File: src/rtl/fft16_pkg.sv
`default_nettype none
// ============================================================================
// Module      : fft16_pkg
// Description : Shared constants, serializer state type and the 4-bit
//               bit-reversal helper used by the 16-point FFT output path.
// Revision    : 1.0 - initial release
// ============================================================================
package fft16_pkg;

    localparam int FFT_N     = 16;
    localparam int FFT_LOG2N = 4;

    typedef enum logic [0:0] {
        IDLE   = 1'b0,
        STREAM = 1'b1
    } state_t;

    // Reverse the four index bits: slot k of a radix-2 DIT output holds bin bitrev4(k)
    function automatic logic [FFT_LOG2N-1:0] bitrev4(input logic [FFT_LOG2N-1:0] k);
        return {k[0], k[1], k[2], k[3]};
    endfunction

endpackage
`default_nettype wire

File: src/rtl/fft16_mag_sq.sv
`default_nettype none
// ============================================================================
// Module      : fft16_mag_sq
// Description : Squared magnitude re*re + im*im of one signed complex bin,
//               full precision, unsigned 2*WIDTH+1 bits. Purely combinational.
// Revision    : 1.0 - initial release
// ============================================================================
module fft16_mag_sq #(
    parameter int WIDTH = 16
) (
    input  logic signed [WIDTH-1:0] i_re,
    input  logic signed [WIDTH-1:0] i_im,
    output logic [2*WIDTH:0]        o_mag
);

    // Sign-extend to the product width so each square is formed at full precision
    logic signed [2*WIDTH-1:0] w_re_ext;
    logic signed [2*WIDTH-1:0] w_im_ext;
    logic signed [2*WIDTH-1:0] w_sq_re;
    logic signed [2*WIDTH-1:0] w_sq_im;

    assign w_re_ext = {{WIDTH{i_re[WIDTH-1]}}, i_re};
    assign w_im_ext = {{WIDTH{i_im[WIDTH-1]}}, i_im};
    assign w_sq_re  = w_re_ext * w_re_ext;
    assign w_sq_im  = w_im_ext * w_im_ext;

    // Both squares are non-negative; the extra MSB absorbs the carry of
    // (-2^(W-1))^2 + (-2^(W-1))^2 = 2^(2W-1)
    assign o_mag = {1'b0, w_sq_re} + {1'b0, w_sq_im};

endmodule
`default_nettype wire

File: src/rtl/fft16_out_serializer.sv
`default_nettype none
// ============================================================================
// Module      : fft16_out_serializer
// Description : Snapshots 16 parallel complex FFT bins on a start strobe and
//               streams them one bin per beat, natural order, valid/ready.
//               Optional macro FFT16_MAG_SQ_EN enables the out_mag datapath
//               (re^2 + im^2); without it out_mag is tied to zero.
// Revision    : 1.0 - initial release
// ============================================================================
module fft16_out_serializer
    import fft16_pkg::*;
#(
    parameter int WIDTH     = 16,
    parameter bit BITREV_IN = 1'b0
) (
    input  logic                    clk,
    input  logic                    rst,
    input  logic                    start,
    input  logic [16*WIDTH-1:0]     yr_bus,
    input  logic [16*WIDTH-1:0]     yi_bus,
    output logic                    out_valid,
    input  logic                    out_ready,
    output logic signed [WIDTH-1:0] out_re,
    output logic signed [WIDTH-1:0] out_im,
    output logic [3:0]              out_idx,
    output logic                    out_last,
    output logic [2*WIDTH:0]        out_mag,
    output logic                    busy,
    output logic                    done,
    output logic                    overrun
);

    state_t                   r_state;
    logic [FFT_LOG2N-1:0]     r_idx;
    logic                     r_done;
    logic                     r_overrun;
    logic signed [WIDTH-1:0]  r_cap_re [FFT_N];
    logic signed [WIDTH-1:0]  r_cap_im [FFT_N];

    logic signed [WIDTH-1:0]  w_slot_re [FFT_N];
    logic signed [WIDTH-1:0]  w_slot_im [FFT_N];
    logic signed [WIDTH-1:0]  w_cur_re;
    logic signed [WIDTH-1:0]  w_cur_im;

    localparam logic [FFT_LOG2N-1:0] c_last_idx = FFT_LOG2N'(FFT_N - 1);

    // Route bus slots to capture registers, reordering to natural bin order when needed
    generate
        for (genvar n = 0; n < FFT_N; n++) begin : g_slot
            localparam int c_src = BITREV_IN ? int'(bitrev4(FFT_LOG2N'(n))) : n;
            assign w_slot_re[n] = yr_bus[c_src*WIDTH +: WIDTH];
            assign w_slot_im[n] = yi_bus[c_src*WIDTH +: WIDTH];
        end
    endgenerate

    // Control FSM: capture on start in IDLE, advance one bin per accepted beat
    always_ff @(posedge clk) begin
        if (rst) begin
            r_state   <= IDLE;
            r_idx     <= '0;
            r_done    <= 1'b0;
            r_overrun <= 1'b0;
            for (int n = 0; n < FFT_N; n++) begin
                r_cap_re[n] <= '0;
                r_cap_im[n] <= '0;
            end
        end else begin
            r_done <= 1'b0;
            case (r_state)
                IDLE: begin
                    if (start) begin
                        r_state <= STREAM;
                        r_idx   <= '0;
                        for (int n = 0; n < FFT_N; n++) begin
                            r_cap_re[n] <= w_slot_re[n];
                            r_cap_im[n] <= w_slot_im[n];
                        end
                    end
                end
                STREAM: begin
                    // A start here (including on the final accept) cannot be honoured
                    if (start) begin
                        r_overrun <= 1'b1;
                    end
                    if (out_ready) begin
                        if (r_idx == c_last_idx) begin
                            r_state <= IDLE;
                            r_idx   <= '0;
                            r_done  <= 1'b1;
                        end else begin
                            r_idx <= r_idx + 1'b1;
                        end
                    end
                end
                default: r_state <= IDLE;
            endcase
        end
    end

    // Current beat is read straight from the capture regs, so it holds while stalled
    assign w_cur_re  = r_cap_re[r_idx];
    assign w_cur_im  = r_cap_im[r_idx];

    assign out_valid = (r_state == STREAM);
    assign busy      = (r_state == STREAM);
    assign out_re    = w_cur_re;
    assign out_im    = w_cur_im;
    assign out_idx   = r_idx;
    assign out_last  = (r_state == STREAM) && (r_idx == c_last_idx);
    assign done      = r_done;
    assign overrun   = r_overrun;

`ifdef FFT16_MAG_SQ_EN
    fft16_mag_sq #(
        .WIDTH (WIDTH)
    ) u_mag_sq (
        .i_re  (w_cur_re),
        .i_im  (w_cur_im),
        .o_mag (out_mag)
    );
`else
    assign out_mag = '0;
`endif

endmodule
`default_nettype wire

File: config.mk
export PLATFORM = sky130hd
export DESIGN_NAME = fft16_out_serializer
export DESIGN_NICKNAME = d
export VERILOG_FILES = /design/src/rtl/fft16_pkg.sv /design/src/rtl/fft16_mag_sq.sv /design/src/rtl/fft16_out_serializer.sv
export SDC_FILE = /design/constraint.sdc
export NUM_CORES = 1
export LEC_CHECK = 0
export ABC_CLOCK_PERIOD_IN_PS = 43300
export CAP_MARGIN = 40
export CORE_AREA = 4 4 227 229
export CTS_CLUSTER_DIAMETER = 100
export DETAILED_ROUTE_END_ITERATION = 12
export DIE_AREA = 0 0 231 233
export GPL_TIMING_DRIVEN = 1
export PLACE_DENSITY_LB_ADDON = 0.25
export SYNTH_ARGS = -nofsm -noshare
export SYNTH_HDL_FRONTEND = slang
export SYNTH_SLANG_ARGS = --single-unit
File: constraint.sdc
create_clock -name clk -period 43.3 [get_ports clk]
set_clock_uncertainty 0.15 [all_clocks]
set_input_delay 8.66 -clock clk [delete_from_list [all_inputs] [get_ports clk]]
set_output_delay 8.66 -clock clk [all_outputs]
set_load 0.03 [all_outputs]
==> results.sh, run 1 <==
export IMPL_synth_mux_area_share_pct=12.5
export IMPL_cp_max_fo=57
export IMPL_seq_area_um2=15600
export IMPL_avgSynthCellArea_um2=16.2
export IMPL_via_count=14072
export IMPL_syn_cell_area_um2=23200
export IMPL_grt_setup_unrepaired="no"
export IMPL_finalNetCount=2479
export IMPL_netlist_cell_type_count=26
export IMPL_period_minus_slack_ps=12770
export IMPL_clockBufferDepth=3
export IMPL_maxSlewHeadroom_pct=30.6
export IMPL_start_util_pct=46.6
export IMPL_area_growth_pct=34.8
export IMPL_die_h_um=233
export IMPL_drc=0
export IMPL_reg2reg_slack_ps=39840
export IMPL_antenna_found_initial=36
export IMPL_htreeDepth=2
export IMPL_crit_path_end_kind="primary output"
export IMPL_totalWireLength_mm=64.5
export IMPL_synth_simple_area_share_pct=14.8
export IMPL_first_iter_violations=1254
export IMPL_leakagePower_nw=11.2
export IMPL_synthXorXnorAreaFrac_pct=0
export IMPL_synth_top_area_cell="edfxtp_1"
export IMPL_grt_pass1_vias=14478
export IMPL_core_area_um2=49700
export IMPL_synth_seq_area_share_pct=67.3
export IMPL_holdWs_ps=362
export IMPL_synth_top_family_by_area="simple AND/OR/NAND/NOR gates"
export IMPL_grt_usage_pct=23.2
export IMPL_yosysWarnings=0
export IMPL_die_width_um=231
export IMPL_multiInputGateArea_um2=7040
export IMPL_synth_fa_ha_area_share_pct=0.0540
export IMPL_wl_per_cell_um=23.8
export IMPL_path_clk_slew_ps=60
export IMPL_crit_path_max_incr_delay_ps=660
export IMPL_io_buffers=556
export IMPL_grt_pass1_wl_mm=91.6
export IMPL_worst_slew_pin_slew_ps=1040
export IMPL_cts_setup_buffers=0
export IMPL_numCtsBuffers=55
export IMPL_drv_slew=0
export IMPL_cts_resized=0
export IMPL_ys_ff_latch=523
export IMPL_root_buffer="clkbuf_16"
export IMPL_critPathBufInv=4
export IMPL_drv_cap=0
export IMPL_status="finished clean"
export IMPL_fp_row_count=82
export IMPL_path_common_cell="buf_16"
export IMPL_ir_drop_v=0.0000276
export IMPL_yosysTopAreaCellShare_pct=66.4
export IMPL_cp_arrival_ps=3960
export IMPL_grt_start_max_net_pins=191
export IMPL_place_hpwl_mm=45.7
export IMPL_vias_per_cell=5.19
export IMPL_fmax_ghz=0.0783
export IMPL_tns_ps=0
export IMPL_routabilityCongestion=0.853
export IMPL_post_route_period_util_pct=29.5
export IMPL_grt_ovfl_total=0
export IMPL_critPathSlowestCell="clkdlybuf4s50_1"
export IMPL_fill_cells=3808
export IMPL_syn_inst=1430
export IMPL_cp_data_required_time_ps=34490
export IMPL_finalHoldViolations=0
export IMPL_crit_chain="buf_16, buf_4, buf_16, mux4_2, a22oi_1, nand2_1, clkdlybuf4s50_1"
export IMPL_synth_compound_area_share_pct=2.30
export IMPL_drive_above_1_share_pct=11.9
export IMPL_clk_latency_ps=580
export IMPL_die_area_um2=53800
export IMPL_drt_pass1_iterations=6
export IMPL_ctsHoldBuffers=0
export IMPL_cts_tree="done"
export IMPL_ant_nets=0
export IMPL_crit_family="buffers and inverters"
export IMPL_critPathLaunchType="register"
export IMPL_crit_type="register to primary output"
export IMPL_p_per_area_nw_per_um2=38.2
export IMPL_num_io_pins=590
export IMPL_hp_class="register to register"
export IMPL_ys_top_cells_by_area="edfxtp_1, mux4_2, and2_1"
export IMPL_setup_violations=0
export IMPL_clkSinkCount=523
[cell type report]
type | count | share of cell area, %
Multi-Input combinational cell | 803 | 22.5
Tap cell | 672 | 2.69
Sequential cell | 523 | 50.0
Timing Repair Buffer | 578 | 19.1
Clock inverter | 37 | 0.810
Antenna cell | 31 | 0.249
Clock buffer | 64 | 4.65
Inverter | 1 | 0.0120
[tightest hold or removal path, stage by stage, from the launching register on]
cell and delay (ps):
dfxtp_1 330, a21oi_1 40, nor2_1 90
[final timing paths]
check	from	to	depth (start not counted)
worst max register to register	busy$_SDFF_PP0_	r_cap_im[2][1]$_SDFFCE_PN0P_	5
worst min-delay path	overrun$_SDFFE_PP0P_	overrun$_SDFFE_PP0P_	2
worst min register to register	overrun$_SDFFE_PP0P_	overrun$_SDFFE_PP0P_	2
worst max-delay path	register	out_im[14]	7
[logic make-up (layout without fill, tap and decap cells)]
| family | after synthesis | after routing |
|---|---|---|
| mux | 129 | 129 |
| buf+inv | 136 | 680 |
| simple gates | 567 | 567 |
| flops | 523 | 523 |
| fa+ha+maj | 1 | 1 |
| other cells | 1 | 64 |
| compound gates | 73 | 73 |
[flip-flops by register name, summed over array words and instances (netlist names), named ones only]
signal / flops
busy: 1
r_cap_re: 256
r_cap_im: 256
out_idx: 4
done: 1
overrun: 1
[layout by cell type, fill, tap and decap left out, types with 7 or more instances in the layout]
cell type	Yosys	final
clkdlybuf4s50_1	0	555
edfxtp_1	512	512
and2_1	321	320
nor2b_1	194	192
mux4_2	128	128
a22oi_1	64	64
clkbuf_16	0	57
nand2_1	36	36
conb_1	1	33
diode_2	0	31
clkinv_1	0	16
clkinv_2	0	14
buf_4	43	10
dfxtp_1	11	9
buf_16	0	9
clkbuf_1	71	7
[report_power, final]
group / internal [mW] / switching, mW / leakage (nW)
logic: 0.0778 / 0.0556 / 4.82
registers: 0.599 / 0.0120 / 5.58
clock network: 0.256 / 0.191 / 0.842
total: 0.933 / 0.259 / 11.2
[cells in the mapped netlist, drive strengths merged]
cell type and instances:
edfxtp 512, and2 321, nor2b 194, mux4 128, clkbuf 71, a22oi 64
buf 64, nand2 36, dfxtp 11, nor2 7, a21oi 5, nor3 3
nand2b 2, nand3 2, a31oi 1, a32oi 1, conb 1, ha 1
inv 1, mux2i 1, o211ai 1, o21ai 1, or3 1, or3b 1
[layer usage]
layer  track usage (%)  wire, µm  share of wire, %  vias to the layer above
met3              5.33      4650               7.2                      103
met5                 0        66              0.10                        -
li1                  -         -                 -                     6336
met1              31.6     26200                41                     7048
met4              9.83      1960               3.0                       10
met2              36.3     31600                49                      575
[stage by stage]
| step | power [mW] | instance area [µm²] | utilization, % | setup WS (ps) | cells |
|---|---|---|---|---|---|
| 2_1_floorplan | 0.699 | 23300 | - | 20800 | 1462 |
| 3_3_place_gp | 0.750 | 29200 | 58.7 | 30580 | 2567 |
| 3_5_place_dp | 0.755 | 29400 | 59.3 | 31090 | 2577 |
| 4_1_cts | 1.20 | 31100 | 62.7 | 30410 | 2678 |
| 5_1_grt | 1.24 | 31200 | 62.8 | 30190 | 2706 |
| 6_report | 1.19 | 31200 | 62.9 | 30530 | 2709 |
Note: power is estimated with default switching activity, not from simulation.
==> inputs of run 2 (changes only) <==
- ABC_CLOCK_PERIOD_IN_PS: 43300 -> 11200
- CORE_AREA: 4 4 227 229 -> default
- CORE_MARGIN: default -> 4
- CORE_UTILIZATION: default -> 45
- DIE_AREA: 0 0 231 233 -> default
- clock period: 43.3 -> 11.2 ns (I/O delays scaled with it)
==> run 2 against run 1 <==
Wire length is 0.10% higher. Non-clock buffer count is 5 higher. Largest power group unchanged. First-iteration DRC count down 16%.
==> results.sh, run 2 (synthesis results as in run 1) <==
export IMPL_status="finished clean"
export IMPL_setup_slack_ps=4830
export IMPL_grt_setup_unrepaired="no"
export IMPL_totalWireLength_mm=64.5
export IMPL_worst_slew_pin_slew_ps=1100
export IMPL_crit_type="register to primary output"
export IMPL_crit_path_end_kind="primary output"
export IMPL_crit_chain="buf_12, buf_4, buf_16, mux4_2, a22oi_1, nand2_1, clkdlybuf4s50_1"
export IMPL_drc=0
export IMPL_critPathSlowestCell="clkdlybuf4s50_1"
export IMPL_leakagePower_nw=11.3
export IMPL_root_buffer="clkbuf_16"
export IMPL_finalNetCount=2484
export IMPL_drt_pass1_iterations=5
export IMPL_setup_violations=0
export IMPL_first_iter_violations=1055
export IMPL_critPathLaunchType="register"
export IMPL_finalHoldViolations=0
export IMPL_cp_data_required_time_ps=8810
export IMPL_crit_path_max_incr_delay_ps=650
export IMPL_numCtsBuffers=55
export IMPL_hp_class="register to register"
export IMPL_min_path_cells=2
export IMPL_ctsHoldBuffers=0
export IMPL_drv_slew=0
export IMPL_worstRegToRegCells=6
export IMPL_start_util_pct=45.9
export IMPL_antenna_found_initial=16
export IMPL_htreeDepth=2
export IMPL_die_h_um=235
export IMPL_drive_above_1_share_pct=11.9
export IMPL_area_growth_pct=35.2
export IMPL_clkSinkCount=523
export IMPL_maxSlewHeadroom_pct=26.6
export IMPL_period_minus_slack_ps=6370
export IMPL_wl_per_cell_um=23.9
export IMPL_cts_resized=0
export IMPL_post_route_period_util_pct=56.9
export IMPL_clockBufferDepth=3
export IMPL_p_per_area_nw_per_um2=150
export IMPL_fmax_ghz=0.157
export IMPL_io_buffers=556
export IMPL_ant_nets=0
export IMPL_final_common_cell="clkdlybuf4s50_1"
export IMPL_clk_latency_ps=580
export IMPL_grt_pass1_wl_mm=95.4
export IMPL_ir_drop_v=0.000130
export IMPL_die_width_um=235
export IMPL_tns_ps=0
export IMPL_vias_per_cell=5.20
export IMPL_place_hpwl_mm=46.2
export IMPL_fill_cells=3834
export IMPL_cts_tree="done"
export IMPL_grt_pass1_vias=14934
export IMPL_routabilityCongestion=0.861
export IMPL_layout_common_cells="clkdlybuf4s50_1, edfxtp_1, and2_1, nor2b_1, mux4_2"
export IMPL_path_clk_slew_ps=60
export IMPL_cp_arrival_ps=3980
export IMPL_dp_slack_ps=5320
export IMPL_die_area_um2=55200
export IMPL_cp_max_fo=29
export IMPL_drv_cap=0
export IMPL_fp_row_count=82
export IMPL_via_count=14018
export IMPL_grt_ovfl_total=0
export IMPL_core_area_um2=50500
export IMPL_grt_start_max_net_pins=191
export IMPL_cts_setup_buffers=0
export IMPL_grt_usage_pct=23.0
export IMPL_num_io_pins=590
## run 2: cell count changes in the layout (fill, tap and decap cells not counted), sizes merged
| cell | previous run | this run |
|---|---|---|
| diode | 31 | 14 |
| clkinv | 31 | 20 |
| clkbuf | 64 | 72 |
| buf | 23 | 28 |
| bufinv | 3 | 6 |
| inv | 2 | 1 |
## run 2: area by class of cell
class | instances | area, µm² | area share (%)
clock buffer | 72 | 1480 | 4.74
tap | 672 | 841 | 2.69
multi-input combinational | 803 | 7040 | 22.5
antenna | 14 | 35.0 | 0.112
inverter | 1 | 3.75 | 0.0120
timing repair buffer | 583 | 6010 | 19.2
sequential | 523 | 15600 | 49.8
clock inverter | 28 | 287 | 0.915
## run 2: worst max-delay path, delay by kind of cell, from the launching register on
| family | cells | cell delay, ps |
|---|---|---|
| and+or+nand+nor | 1 | 210 |
| DFF | 1 | 610 |
| buffers and inverters | 4 | 1550 |
| AOI/OAI and AO/OA | 1 | 480 |
| muxes | 1 | 530 |
## run 2: final timing paths
check	startpoint	to	slack (ps)
setup / recovery	register	out_im[12]	4830
hold / removal	overrun$_SDFFE_PP0P_	overrun$_SDFFE_PP0P_	320
setup reg to reg	busy$_SDFF_PP0_	r_cap_im[3][3]$_SDFFCE_PN0P_	8140
hold reg to reg	overrun$_SDFFE_PP0P_	overrun$_SDFFE_PP0P_	320
## run 2: through the flow
stage | utilization (%) | total power, mW | std cells | hold slack (ps) | cell area, µm²
after CTS | 61.9 | 4.72 | 2682 | 326 | 31300
after floorplan | - | 2.67 | 1462 | 471 | 23300
after detailed placement | 58.4 | 2.92 | 2582 | 310 | 29500
after global placement | 57.8 | 2.90 | 2569 | 303 | 29200
after global routing | 62.0 | 4.85 | 2695 | 377 | 31300
final | 62.0 | 4.68 | 2696 | 323 | 31300
## run 2: where the power goes
part / switching [mW] / internal, mW
registers: 0.0439 / 2.32
logic: 0.220 / 0.303
clock network: 0.737 / 1.06
total: 1.00 / 3.68
## run 2: routing by layer
layer  global-route usage [%]  up-vias  share of wire, %
met5                        0        -             0.057
met4                     6.91        6               2.5
met3                     5.01      101               6.6
met2                     37.3      556                49
met1                     31.6     7028                42
li1                         -     6327                 -
